**src/rtl/async_fifo_pkg.sv**
```systemverilog
// Shared definitions for the asynchronous FIFO pointer blocks (read and write side).
// Gray/binary helpers operate on a wide vector; callers zero-extend and truncate.
package async_fifo_pkg;

    localparam int DEF_ADDRSIZE = 4;
    localparam int PTR_MAXW     = 32;

    function automatic logic [PTR_MAXW-1:0] bin2gray(input logic [PTR_MAXW-1:0] b);
        return (b >> 1) ^ b;
    endfunction

    // Zero-extended inputs give the correct low bits for any narrower pointer width.
    function automatic logic [PTR_MAXW-1:0] gray2bin(input logic [PTR_MAXW-1:0] g);
        logic [PTR_MAXW-1:0] b;
        b[PTR_MAXW-1] = g[PTR_MAXW-1];
        for (int i = PTR_MAXW - 2; i >= 0; i--) begin
            b[i] = b[i+1] ^ g[i];
        end
        return b;
    endfunction

endpackage

```
**src/rtl/fifo_rptr_empty_if.sv**
```systemverilog
// Read-side handshake bundle between the read pointer block and its surroundings.
interface fifo_rptr_empty_if
    import async_fifo_pkg::*;
#(
    parameter int ADDRSIZE = DEF_ADDRSIZE
);
    logic                rinc;
    logic                aempty_n;
    logic                rempty;
    logic [ADDRSIZE-1:0] raddr;
    logic [ADDRSIZE-1:0] rptr;
    logic                runderflow;

    modport master (
        input  rinc,
        input  aempty_n,
        output rempty,
        output raddr,
        output rptr,
        output runderflow
    );

    modport slave (
        output rinc,
        output aempty_n,
        input  rempty,
        input  raddr,
        input  rptr,
        input  runderflow
    );
endinterface

```
**src/rtl/sync2_aset.sv**
```systemverilog
// Two-flop synchronizer whose output chain is forced high asynchronously by i_set_n.
// Metastability from a released set is confined to the first flop.
module sync2_aset (
    input  logic clk,
    input  logic i_set_n,
    input  logic i_d,
    output logic o_q
);
    logic r_meta;
    logic r_q;

    always_ff @(posedge clk or negedge i_set_n) begin
        if (!i_set_n) begin
            r_meta <= 1'b1;
            r_q    <= 1'b1;
        end else begin
            r_meta <= i_d;
            r_q    <= r_meta;
        end
    end

    assign o_q = r_q;
endmodule

```
**src/rtl/fifo_rptr_empty.sv**
```systemverilog
// Read pointer (binary + Gray) and glitch-free empty flag for the asynchronous FIFO.
module fifo_rptr_empty
    import async_fifo_pkg::*;
#(
    parameter int ADDRSIZE = DEF_ADDRSIZE
) (
    input  logic              rclk,
    input  logic              rrst_n,
    fifo_rptr_empty_if.master bus
);
    logic [ADDRSIZE-1:0] r_rbin;
    logic [ADDRSIZE-1:0] r_rptr;
    logic                r_runderflow;
    logic [ADDRSIZE-1:0] w_rbnext;
    logic [ADDRSIZE-1:0] w_rgnext;
    logic                w_rempty;
    logic                w_read;
    logic                w_set_n;

    // Gating uses the registered flag, so a read racing an empty assertion is still judged by it.
    assign w_read   = bus.rinc & ~w_rempty;
    assign w_rbnext = r_rbin + ADDRSIZE'(w_read);
    assign w_rgnext = ADDRSIZE'(bin2gray(PTR_MAXW'(w_rbnext)));

    always_ff @(posedge rclk or negedge rrst_n) begin
        if (!rrst_n) begin
            r_rbin       <= '0;
            r_rptr       <= '0;
            r_runderflow <= 1'b0;
        end else begin
            r_rbin <= w_rbnext;
            r_rptr <= w_rgnext;
            if (bus.rinc && w_rempty) begin
                r_runderflow <= 1'b1;
            end
        end
    end

    // Reset and comparator-empty both force the flag chain high without a clock.
    assign w_set_n = bus.aempty_n & rrst_n;

    sync2_aset u_empty_sync (
        .clk     (rclk),
        .i_set_n (w_set_n),
        .i_d     (1'b0),
        .o_q     (w_rempty)
    );

    assign bus.rempty     = w_rempty;
    assign bus.raddr      = r_rbin;
    assign bus.rptr       = r_rptr;
    assign bus.runderflow = r_runderflow;
endmodule

```
**src/flat_wrapper.sv**
```systemverilog
// flat-port wrapper written by rule: the top's interface ports become plain ports
module fifo_rptr_empty_flat import async_fifo_pkg::*;
#(
    parameter int ADDRSIZE = DEF_ADDRSIZE
)
  (rclk, rrst_n, bus_rinc, bus_aempty_n, bus_rempty, bus_raddr, bus_rptr, bus_runderflow);
  fifo_rptr_empty_if #(.ADDRSIZE(ADDRSIZE)) bus_i ();
  input  logic rclk;
  input  logic rrst_n;
  input wire logic [$bits(bus_i.rinc)-1:0] bus_rinc;
  input wire logic [$bits(bus_i.aempty_n)-1:0] bus_aempty_n;
  output wire logic [$bits(bus_i.rempty)-1:0] bus_rempty;
  output wire logic [$bits(bus_i.raddr)-1:0] bus_raddr;
  output wire logic [$bits(bus_i.rptr)-1:0] bus_rptr;
  output wire logic [$bits(bus_i.runderflow)-1:0] bus_runderflow;
  assign bus_i.rinc = bus_rinc;
  assign bus_i.aempty_n = bus_aempty_n;
  assign bus_rempty = bus_i.rempty;
  assign bus_raddr = bus_i.raddr;
  assign bus_rptr = bus_i.rptr;
  assign bus_runderflow = bus_i.runderflow;
  fifo_rptr_empty #(.ADDRSIZE(ADDRSIZE)) u_core (.rclk(rclk), .rrst_n(rrst_n), .bus(bus_i));
endmodule
```
**config.mk**
```make
export PLATFORM = sky130hd
export DESIGN_NAME = fifo_rptr_empty_flat
export DESIGN_NICKNAME = d
export VERILOG_FILES = /design/src/rtl/async_fifo_pkg.sv /design/src/rtl/fifo_rptr_empty_if.sv /design/src/rtl/sync2_aset.sv /design/src/rtl/fifo_rptr_empty.sv /design/src/flat_wrapper.sv
export SDC_FILE = /design/constraint.sdc
export NUM_CORES = 1
export LEC_CHECK = 0
export BUFFER_PORTS_ARGS = -buffer_cell sky130_fd_sc_hd__buf_2
export CAP_MARGIN = 20
export CORE_AREA = 8 8 45 47
export DETAILED_ROUTE_END_ITERATION = 7
export DIE_AREA = 0 0 53 55
export SYNTH_ARGS = -nofsm -noshare
export SYNTH_HDL_FRONTEND = slang
export SYNTH_SLANG_ARGS = --single-unit
```
**constraint.sdc**
```tcl
create_clock -name rclk -period 1.8 [get_ports rclk]
set_input_delay 0.09 -clock rclk [delete_from_list [all_inputs] [get_ports rclk]]
set_output_delay 0.09 -clock rclk [all_outputs]
set_load 0.05 [all_outputs]
```
==> metrics.md, run 1 <==
| Metric | Value |
|---|---|
| Outcome | complete, no violations |
| Nets | 50 |
| Max Slew Vio Count | 0 |
| Seq cells post-synth | 10 |
| Reg2reg end | u_core.bus.rptr[1] |
| WL per Instance | 12.4 µm |
| Placed insts | 53 |
| CTS Buf Count | 3 |
| Critical path type | flop to flop |
| Crit-path slowest cell | dfstp_2 |
| CTS Sinks | 10 |
| CP Launch Type | flop |
| Post-synthesis sequential area ratio | 0.676 |
| Cell area after synthesis | approximately 370 µm² |
| Synth Instances | 25 |
| Setup TNS | 0 ns |
| Synth Net Count | 31 |
| Multi-input gate area | 114 µm² |
| Die Area | slightly below 0.003 mm² |
| Final instance area | roughly 500 µm² |
| Top-level I/O count | 14 |
| EDFF count, synth | 0 |
| H-tree depth | 1 |
| Initial antenna violation count | 0 |
| Overall Global Routing Usage | 0.0591 |
| Layout cells sized above 1 | 0.419 |
| Setup repair after global routing missed its margin | false |
| Placed Area | 452 µm² |
| Synth unique cells | 12 |
| ANT nets after route | 0 |
| CTS tree | done |
| Largest net degree at the start of global routing | 10 |
| CP max FO | 3 |
| Setup violators final | 0 |
| Min Tclk post-route | 1.47 ns |
| Total wire length | between 700 and 800 µm |
| Crit path buffers/inverters | 0 |
| Hold Path Class | input port to flop |
| Asr flop ratio synth | 1.00 |
| R2r startpoint | u_core.u_empty_sync.o_q |
| R2R cell count | 5 |
| Worst stage delay on the critical path | around 0.54 ns |
| R2R Setup Slk | between 0.3 and 0.4 ns |
| Critical hold path startpoint | bus_rinc |
| Clock Latency Late Sink | ~0.26 ns |
| Chip width | approximately 53 µm |
| Largest cells by area after synthesis | dfrtp_1, dfstp_2, xnor2_1 |
| Avg Cell Area, Syn | between 10 and 15 µm² |
| I/O Buffers | 13 |
| Count leader, synth | dfrtp_1 |
| Yosys top cell by area | dfrtp_1 |
| Number of global-route vias before repair | about 270 |
| Crit-path leading delay family | flip-flops |
| CP Cell Sequence | nor2b_1 > ha_1 > ha_1 > xor2_1 > xor2_1 |
| Non-filler instance count after layout | 59 |
| Max Freq | approximately 700 MHz |
| Reg area | 253 µm² |
| CTS Buffer Depth | 2 |
| Final Hold Viols | 0 |
| Row count | 14 |
| Post-synth top cells | dfrtp_1, xnor2_1, xor2_1 |
| Worst Hold Path EP | u_core.bus.runderflow |
| First-pass GRT wire length | around 1200 µm |
| Top FF cell, synth | dfrtp_1 |
| Max cap viols | 0 |
| Clock skew | 0.0113 ns |
| Clk pin slew, worst setup/hold paths | 0.07 ns |
| Starting DRT DRC Count | 3 |
| Height of the chip | around 55 µm |
| Fill cell count | 148 |
| Required time of the critical path | around 2.0 ns |
| Final Wtd Congestion | a little over 0.6 |
| GR Overflow Total | 0 |
| Layout area overhead | 33.1% |
| CP Capture Type | flop |
| Top-area cell type share of the netlist area | 0.535 |
| YS warnings | 0 |
| DRC | 0 |
| Post-DR vias/cell | about 4.2 |
| Antenna cells | 0 |
| Post-CTS Setup Repair Bufs | 0 |
| Initial Util | 0.270 |
| Total core area | between 0.001 and 0.0015 mm² |
| Clk root buf | clkbuf_4 |
| Router iterations before antenna repair | 3 |
| CP arrival | between 1.5 and 2 ns |
| DR vias | roughly 250 |
| Tcrit/Tclk final | 0.817 |
| Crit path depth | 5 |
| Hold depth | 2 |
sequential cells by signal, indices dropped and copies added, names as in the netlist:
| signal | cells |
|---|---|
| u_core.bus.raddr | 4 |
| u_core.bus.rptr | 3 |
| u_core.bus.runderflow | 1 |
| u_core.u_empty_sync.o_q | 1 |
| u_core.u_empty_sync.r_meta | 1 |
placed cells by master, fill, tap and decap left out, types with 2 or more instances in the layout:
master and instances:
xor2_1 3, dfrtp_1 8, buf_2 13, dlygate4sd3_1 2, xnor2_1 3, dfstp_2 2, ha_1 2, clkbuf_4 3
final cells by class:
class | instances | area share
timing repair buffer | 15 | 0.171
clock buffer | 4 | 0.0528
sequential | 10 | 0.508
tap | 16 | 0.0402
multi-input combinational | 14 | 0.229
per-layer routing:
layer | routed length (µm) | part of all wire | global-route usage | vias up
met4 | 0 | 0 | 0.0259 | 0
met5 | 0 | 0 | 0 | -
met2 | 320 | 0.44 | 0.0918 | 16
li1 | - | - | - | 115
met3 | 125 | 0.17 | 0.0535 | 0
met1 | 285 | 0.39 | 0.0531 | 117
logic make-up after synthesis:
kind of cell	count (synthesis)	synth area share
AO/OA/AOI/OAI	2	0.0401
XOR/XNOR	6	0.140
adder cells (fa/ha/maj)	2	0.0669
buffers and inverters	1	0.0201
flip-flops	10	0.676
other	1	0.0100
AND/OR/NAND/NOR	3	0.0468
repair_timing:
item | CTS | global route
resized for setup | 0 | 0
hold endpoints to repair | 10 | 0
hold buffers | 2 | 0
worst max path at each step:
stage	end	startpoint	slack (ns)
after global routing	u_core.bus.rptr[1]	u_core.u_empty_sync.o_q	0.23
after global placement	u_core.bus.rptr[1]	u_core.u_empty_sync.o_q	0.35
after CTS	u_core.bus.rptr[1]	u_core.u_empty_sync.o_q	0.31
final	u_core.bus.rptr[1]	u_core.u_empty_sync.o_q	0.33
after floorplan	u_core.bus.rptr[1]	u_core.u_empty_sync.o_q	0.15
after detailed placement	u_core.bus.rptr[1]	u_core.u_empty_sync.o_q	0.32
through the flow:
step | util | worst slack (ns) | hold slack, ns
finish | 0.360 | 0.329 | 0.0370
global route | 0.360 | 0.226 | 0.0231
floorplan | - | 0.153 | -0.206
detailed placement | 0.326 | 0.322 | -0.0519
CTS | 0.360 | 0.312 | 0.0290
global placement | 0.326 | 0.347 | -0.0539
Power of run 1 is not shown: default switching activity piles up to over one toggle a cycle in this logic, so the estimate is an artifact.
==> inputs of run 2 (changes only) <==
==> constraint.sdc (replaced) <==
create_clock -name rclk -period 1.5 [get_ports rclk]
set_input_delay 0.075 -clock rclk [delete_from_list [all_inputs] [get_ports rclk]]
set_output_delay 0.075 -clock rclk [all_outputs]
set_load 0.05 [all_outputs]
==> run 2 against run 1 <==
  * Non-clock buffer count did not move
  * Worst setup slack got worse by 0.23 ns
  * Die area did not move
  * Largest cell class unchanged
  * Final area rose by 3.0%
  * Count of clock-buffer cells in the layout did not move
  * Global-route usage fell by 0.55 points
  * Critical endpoint unchanged
  * Critical path depth did not move
  * Via count fell by 8.1%
  * Clock skew fell by 0.0027 ns
  * Worst hold slack got worse by 0.0077 ns
  * Maximum frequency rose by 5.2%
==> metrics.md, run 2 (synthesized netlist as in run 1, its figures left out) <==
| Metric | Value |
|---|---|
| H-tree depth | 1 |
| Clk pin slew, worst setup/hold paths | roughly 0.060 ns |
| Met1 usage | 0.0562 |
| Nets | 50 |
| Most frequent cells in the layout | buf_2, dfrtp_1, xor2_1, xnor2_1, clkbuf_4 |
| Die Area | 0.00292 mm² |
| Router iterations before antenna repair | 1 |
| I/O Buffers | 13 |
| GR met2 Demand/Resource | 0.0605 |
| Starting DRT DRC Count | 0 |
| Total wire length | between 600 and 700 µm |
| CP Capture Type | flop |
| Final Util | 0.371 |
| CP max FO | 3 |
| Height of the chip | roughly 55 µm |
| CTS Buf Count | 3 |
| Clk root buf | clkbuf_4 |
| GRT Max-Usage Layer | met2 |
| ANT nets after route | 0 |
| Clock skew | between 0.008 and 0.009 ns |
| Layout area overhead | 37.1% |
| Clock Latency Late Sink | 0.26 ns |
| Initial Util | 0.270 |
| WL per Instance | roughly 11 µm |
| Worst setup margin | 0.102 ns |
| Min Tclk post-route | 1.40 ns |
| Required time of the critical path | 1.68 ns |
| Outcome | complete, no violations |
| CP Launch Type | flop |
| Row count | 14 |
| CTS resizes | 0 |
| Initial antenna violation count | 0 |
| Fill cell count | between 100 and 150 |
| Reg area | between 200 and 300 µm² |
| Max cap viols | 0 |
| Worst slack, placed | between 0.1 and 0.15 ns |
| Number of global-route vias before repair | 251 |
| GR Overflow Total | 0 |
| Max Slew Vio Count | 0 |
| Post-CTS Setup Repair Bufs | 0 |
| Layout cells sized above 1 | 0.465 |
| Post-DR vias/cell | 3.86 |
| CTS Sinks | 10 |
| Leading cell type in the layout, fill and taps excluded | buf_2 |
| Overall Global Routing Usage | 0.0535 |
| Tcrit/Tclk final | 0.932 |
| Largest net degree at the start of global routing | 10 |
| DPL Wire Length | between 500 and 600 µm |
| Max reg flops | 4 |
| Critical path type | flop to flop |
| Final Hold Viols | 0 |
| First-pass GRT wire length | roughly 1100 µm |
| Total core area | ~0.0014 mm² |
| DRC | 0 |
| Max Freq | 715 MHz |
| CTS Buffer Depth | 2 |
| CP arrival | between 1.5 and 2 ns |
| Setup violators final | 0 |
| Hold Path Class | input port to flop |
| CTS tree | done |
| Chip width | between 50 and 60 µm |
| Final Wtd Congestion | between 0.6 and 0.7 |
| Antenna cells | 0 |
| Multi-input gate area | 129 µm² |
| GR Layer Usage met3 | 0.0481 |
| Setup repair after global routing missed its margin | false |
| Top-level I/O count | 14 |
| DR vias | 228 |
[run 2: cell types whose count changed in the layout (fill, tap and decap cells not counted)]
cell	change
ha_1	-2
ha_2	+1
ha_4	+1
[run 2: stage by stage]
step                      hold WS, ns  std cells  instance area (µm²)  setup TNS, ns
final                          0.0292         59                  513              0
after global routing           0.0160         59                  513              0
after CTS                      0.0227         59                  513              0
after global placement        -0.0692         53                  467              0
after floorplan                -0.221         25                  389        -0.0900
after detailed placement      -0.0667         53                  467              0
[run 2: worst paths after layout]
path | start | endpoint | slack, ns | depth (start not counted)
setup / recovery | u_core.u_empty_sync.o_q | u_core.bus.rptr[1] | 0.10 | 5
hold / removal | bus_rinc | u_core.bus.runderflow | 0.03 | 2
setup reg to reg | u_core.u_empty_sync.o_q | u_core.bus.rptr[1] | 0.10 | 5
hold reg to reg | u_core.u_empty_sync.r_meta | u_core.u_empty_sync.o_q | 0.36 | 0
max in group asynchronous | rrst_n | u_core.u_empty_sync.r_meta | 0.88 | 3
min in group asynchronous | rrst_n | u_core.bus.raddr[1] | 0.19 | 2
[run 2: metal layers]
layer  vias up  share of wire
li1        114              -
met1        98           0.46
met2        16           0.35
met3         0           0.19
met4         0              0
met5         -              0
[run 2: final cells by class]
class	instances	share of cell area
clock buffer	4	0.0512
multi-input combinational	14	0.251
sequential	10	0.493
tap	16	0.0390
timing repair buffer	15	0.166
[run 2: timing repair]
action                                  in CTS  in global routing
hold endpoints to repair                    10                  0
hold buffers                                 2                  0
endpoints found under the setup margin       0                  0
[run 2: critical path, cell delays in order, from the launching register on]
cell and delay (ns):
dfstp_2 0.54, nor2b_1 0.05, ha_2 0.19, ha_4 0.16, xor2_1 0.22, xor2_1 0.16
Power of run 2 is left out for the same reason.
==> inputs of run 3 (changes only) <==
--- a/config.mk
+++ b/config.mk
@@ -10,6 +10,8 @@
 export CORE_AREA = 8 8 45 47
 export DETAILED_ROUTE_END_ITERATION = 7
 export DIE_AREA = 0 0 53 55
+export HOLD_SLACK_MARGIN = 0.12
+export REMOVE_ABC_BUFFERS = 1
 export SYNTH_ARGS = -nofsm -noshare
 export SYNTH_HDL_FRONTEND = slang
 export SYNTH_SLANG_ARGS = --single-unit
==> run 3 against run 2 <==
  * Critical path type is now input port to flop
  * First-iteration DRC count grew 2
  * Utilization grew 1.8 points
  * Die area is the same
  * Flip-flop and latch count is the same
  * Count of clock-buffer cells in the layout is the same
  * Worst hold slack gained 0.15 ns
  * Via count grew 7.0%
  * Sequential share of layout area shrank 2.3 points
  * Critical path depth grew 2
  * Register-to-register slack lost 0.05 ns
  * Maximum frequency shrank 3.5%
==> metrics.md, run 3 (synthesized netlist as in run 1, its figures left out) <==
| Metric | Value |
|---|---|
| Outcome | complete, no violations |
| Leading cell type in the layout, fill and taps excluded | buf_2 |
| CP arrival | about 1.6 ns |
| Total core area | ~0.0014 mm² |
| Placed Area | between 400 and 500 µm² |
| Setup violators final | 0 |
| Reg2reg end | u_core.bus.rptr[1] |
| Setup repair after global routing missed its margin | false |
| Max Slew Vio Count | 0 |
| First-pass GRT wire length | approximately 1200 µm |
| WL per Instance | 12.6 µm |
| GR Overflow Total | 0 |
| Post-DR vias/cell | ~4.1 |
| Clock skew | approximately 0.0069 ns |
| Final Hold Viols | 0 |
| Worst slack, placed | 0.0431 ns |
| Layout cells sized above 1 | 0.477 |
| CTS Buf Count | 3 |
| Final Wtd Congestion | 0.667 |
| R2R Setup Slk | 0.05 ns |
| CTS Buffer Depth | 2 |
| CP Launch Type | input port |
| Post-CTS Setup Repair Bufs | 0 |
| Initial antenna violation count | 0 |
| Hold_ws | approximately 0.18 ns |
| Nets | 51 |
| Clk root buf | clkbuf_4 |
| Clk pin slew, worst setup/hold paths | around 0.070 ns |
| Layout area overhead | 43.8% |
| Initial Util | 0.270 |
| CP Cell Sequence | dlygate4sd3_1 > buf_2 > nor2b_1 > ha_1 > ha_4 > xor2_2 > xor2_1 |
| Crit-path leading delay family | buffers and inverters |
| Max cap viols | 0 |
| R2R cell count | 5 |
| Min Tclk post-route | ~1.4 ns |
| Max Freq | a little under 700 MHz |
| R2r startpoint | u_core.u_empty_sync.o_q |
| Crit-path slowest cell | dlygate4sd3_1 |
| ANT nets after route | 0 |
| DPL Wire Length | around 550 µm |
| Die Area | between 0.002 and 0.003 mm² |
| Row count | 14 |
| Number of global-route vias before repair | roughly 260 |
| Largest net degree at the start of global routing | 10 |
| Hold Path Class | input port to async pin |
| CP Capture Type | flop |
| CTS tree | done |
| Chip width | 53 µm |
| CTS Sinks | 10 |
| Height of the chip | approximately 55 µm |
| Max reg flops | 4 |
| Required time of the critical path | between 1.5 and 2 ns |
| Final instance area | 538 µm² |
| Worst setup margin | around 0.05 ns |
| Critical path type | input port to flop |
| Crit path depth | 7 |
| Overall Global Routing Usage | 0.0611 |
| Antenna cells | 0 |
| Worst setup endpoint | u_core.bus.rptr[1] |
| H-tree depth | 1 |
| Crit path buffers/inverters | 2 |
| Tcrit/Tclk final | 0.966 |
| DRC | 0 |
| DR vias | approximately 240 |
| CP max FO | 3 |
| I/O Buffers | 13 |
| Total wire length | about 750 µm |
| CP startpoint | bus_rinc |
| Most frequent cells in the layout | buf_2, dfrtp_1, xnor2_1, clkbuf_4, dlygate4sd3_1 |
| Worst stage delay on the critical path | about 0.54 ns |
| Clock Latency Late Sink | about 0.27 ns |
| Starting DRT DRC Count | 2 |
| Top-level I/O count | 14 |
| Router iterations before antenna repair | 2 |
| Fill cell count | about 130 |
[run 3: changes by cell type in the layout (fill, tap and decap cells not counted)]
cell           change
xor2_1             -1
ha_2               -1
ha_1               +1
dlygate4sd3_1      +1
clkbuf_8           +1
clkbuf_1           -1
xor2_2             +1
[run 3: repair_timing]
item | 4_1_cts | 5_1_grt
endpoints found under the setup margin | 0 | 2
hold endpoints to repair | 11 | 0
gates resized for setup | 0 | 3
hold buffers | 3 | 0
[run 3: final cells by class]
type	count	area, µm²	share of cell area
well taps	16	20.0	0.0372
multi-input cells	14	134	0.249
clock buffers	4	36.3	0.0674
repair buffers	16	95.1	0.177
flip-flops and latches	10	253	0.470
[run 3: layer usage]
layer,vias to the layer above,wire (µm),part of all wire,GRT usage
met5,-,0,0,0
met4,0,3,0.0040,0.0129
met3,2,147,0.20,0.0642
met2,17,290,0.39,0.0840
met1,110,312,0.41,0.0637
li1,115,-,-,-
[run 3: worst register-to-register path: cells and delay by family (launching register included)]
| kind | cells | cell delay, ns |
|---|---|---|
| adder cells (fa/ha/maj) | 2 | 0.42 |
| AND/OR/NAND/NOR | 1 | 0.05 |
| XOR/XNOR | 2 | 0.32 |
| flip-flops | 1 | 0.55 |
[run 3: stage by stage]
stage | setup TNS (ns) | instances | util
finish | 0 | 60 | 0.389
floorplan | -0.321 | 24 | -
global route | 0 | 60 | 0.389
global placement | 0 | 53 | 0.326
detailed placement | 0 | 53 | 0.326
CTS | 0 | 60 | 0.374
[run 3: worst min-delay path by stage]
stage	depth (start not counted)	to	from	slack (ns)
2_1_floorplan	0	u_core.bus.raddr[0]	rrst_n	-0.22
3_3_place_gp	1	u_core.bus.rptr[1]	rrst_n	-0.07
3_5_place_dp	1	u_core.bus.rptr[1]	rrst_n	-0.07
4_1_cts	2	u_core.bus.rptr[1]	rrst_n	0.18
5_1_grt	2	u_core.bus.raddr[2]	rrst_n	0.19
6_report	2	u_core.bus.rptr[2]	rrst_n	0.18
Power of run 3 is left out for the same reason.
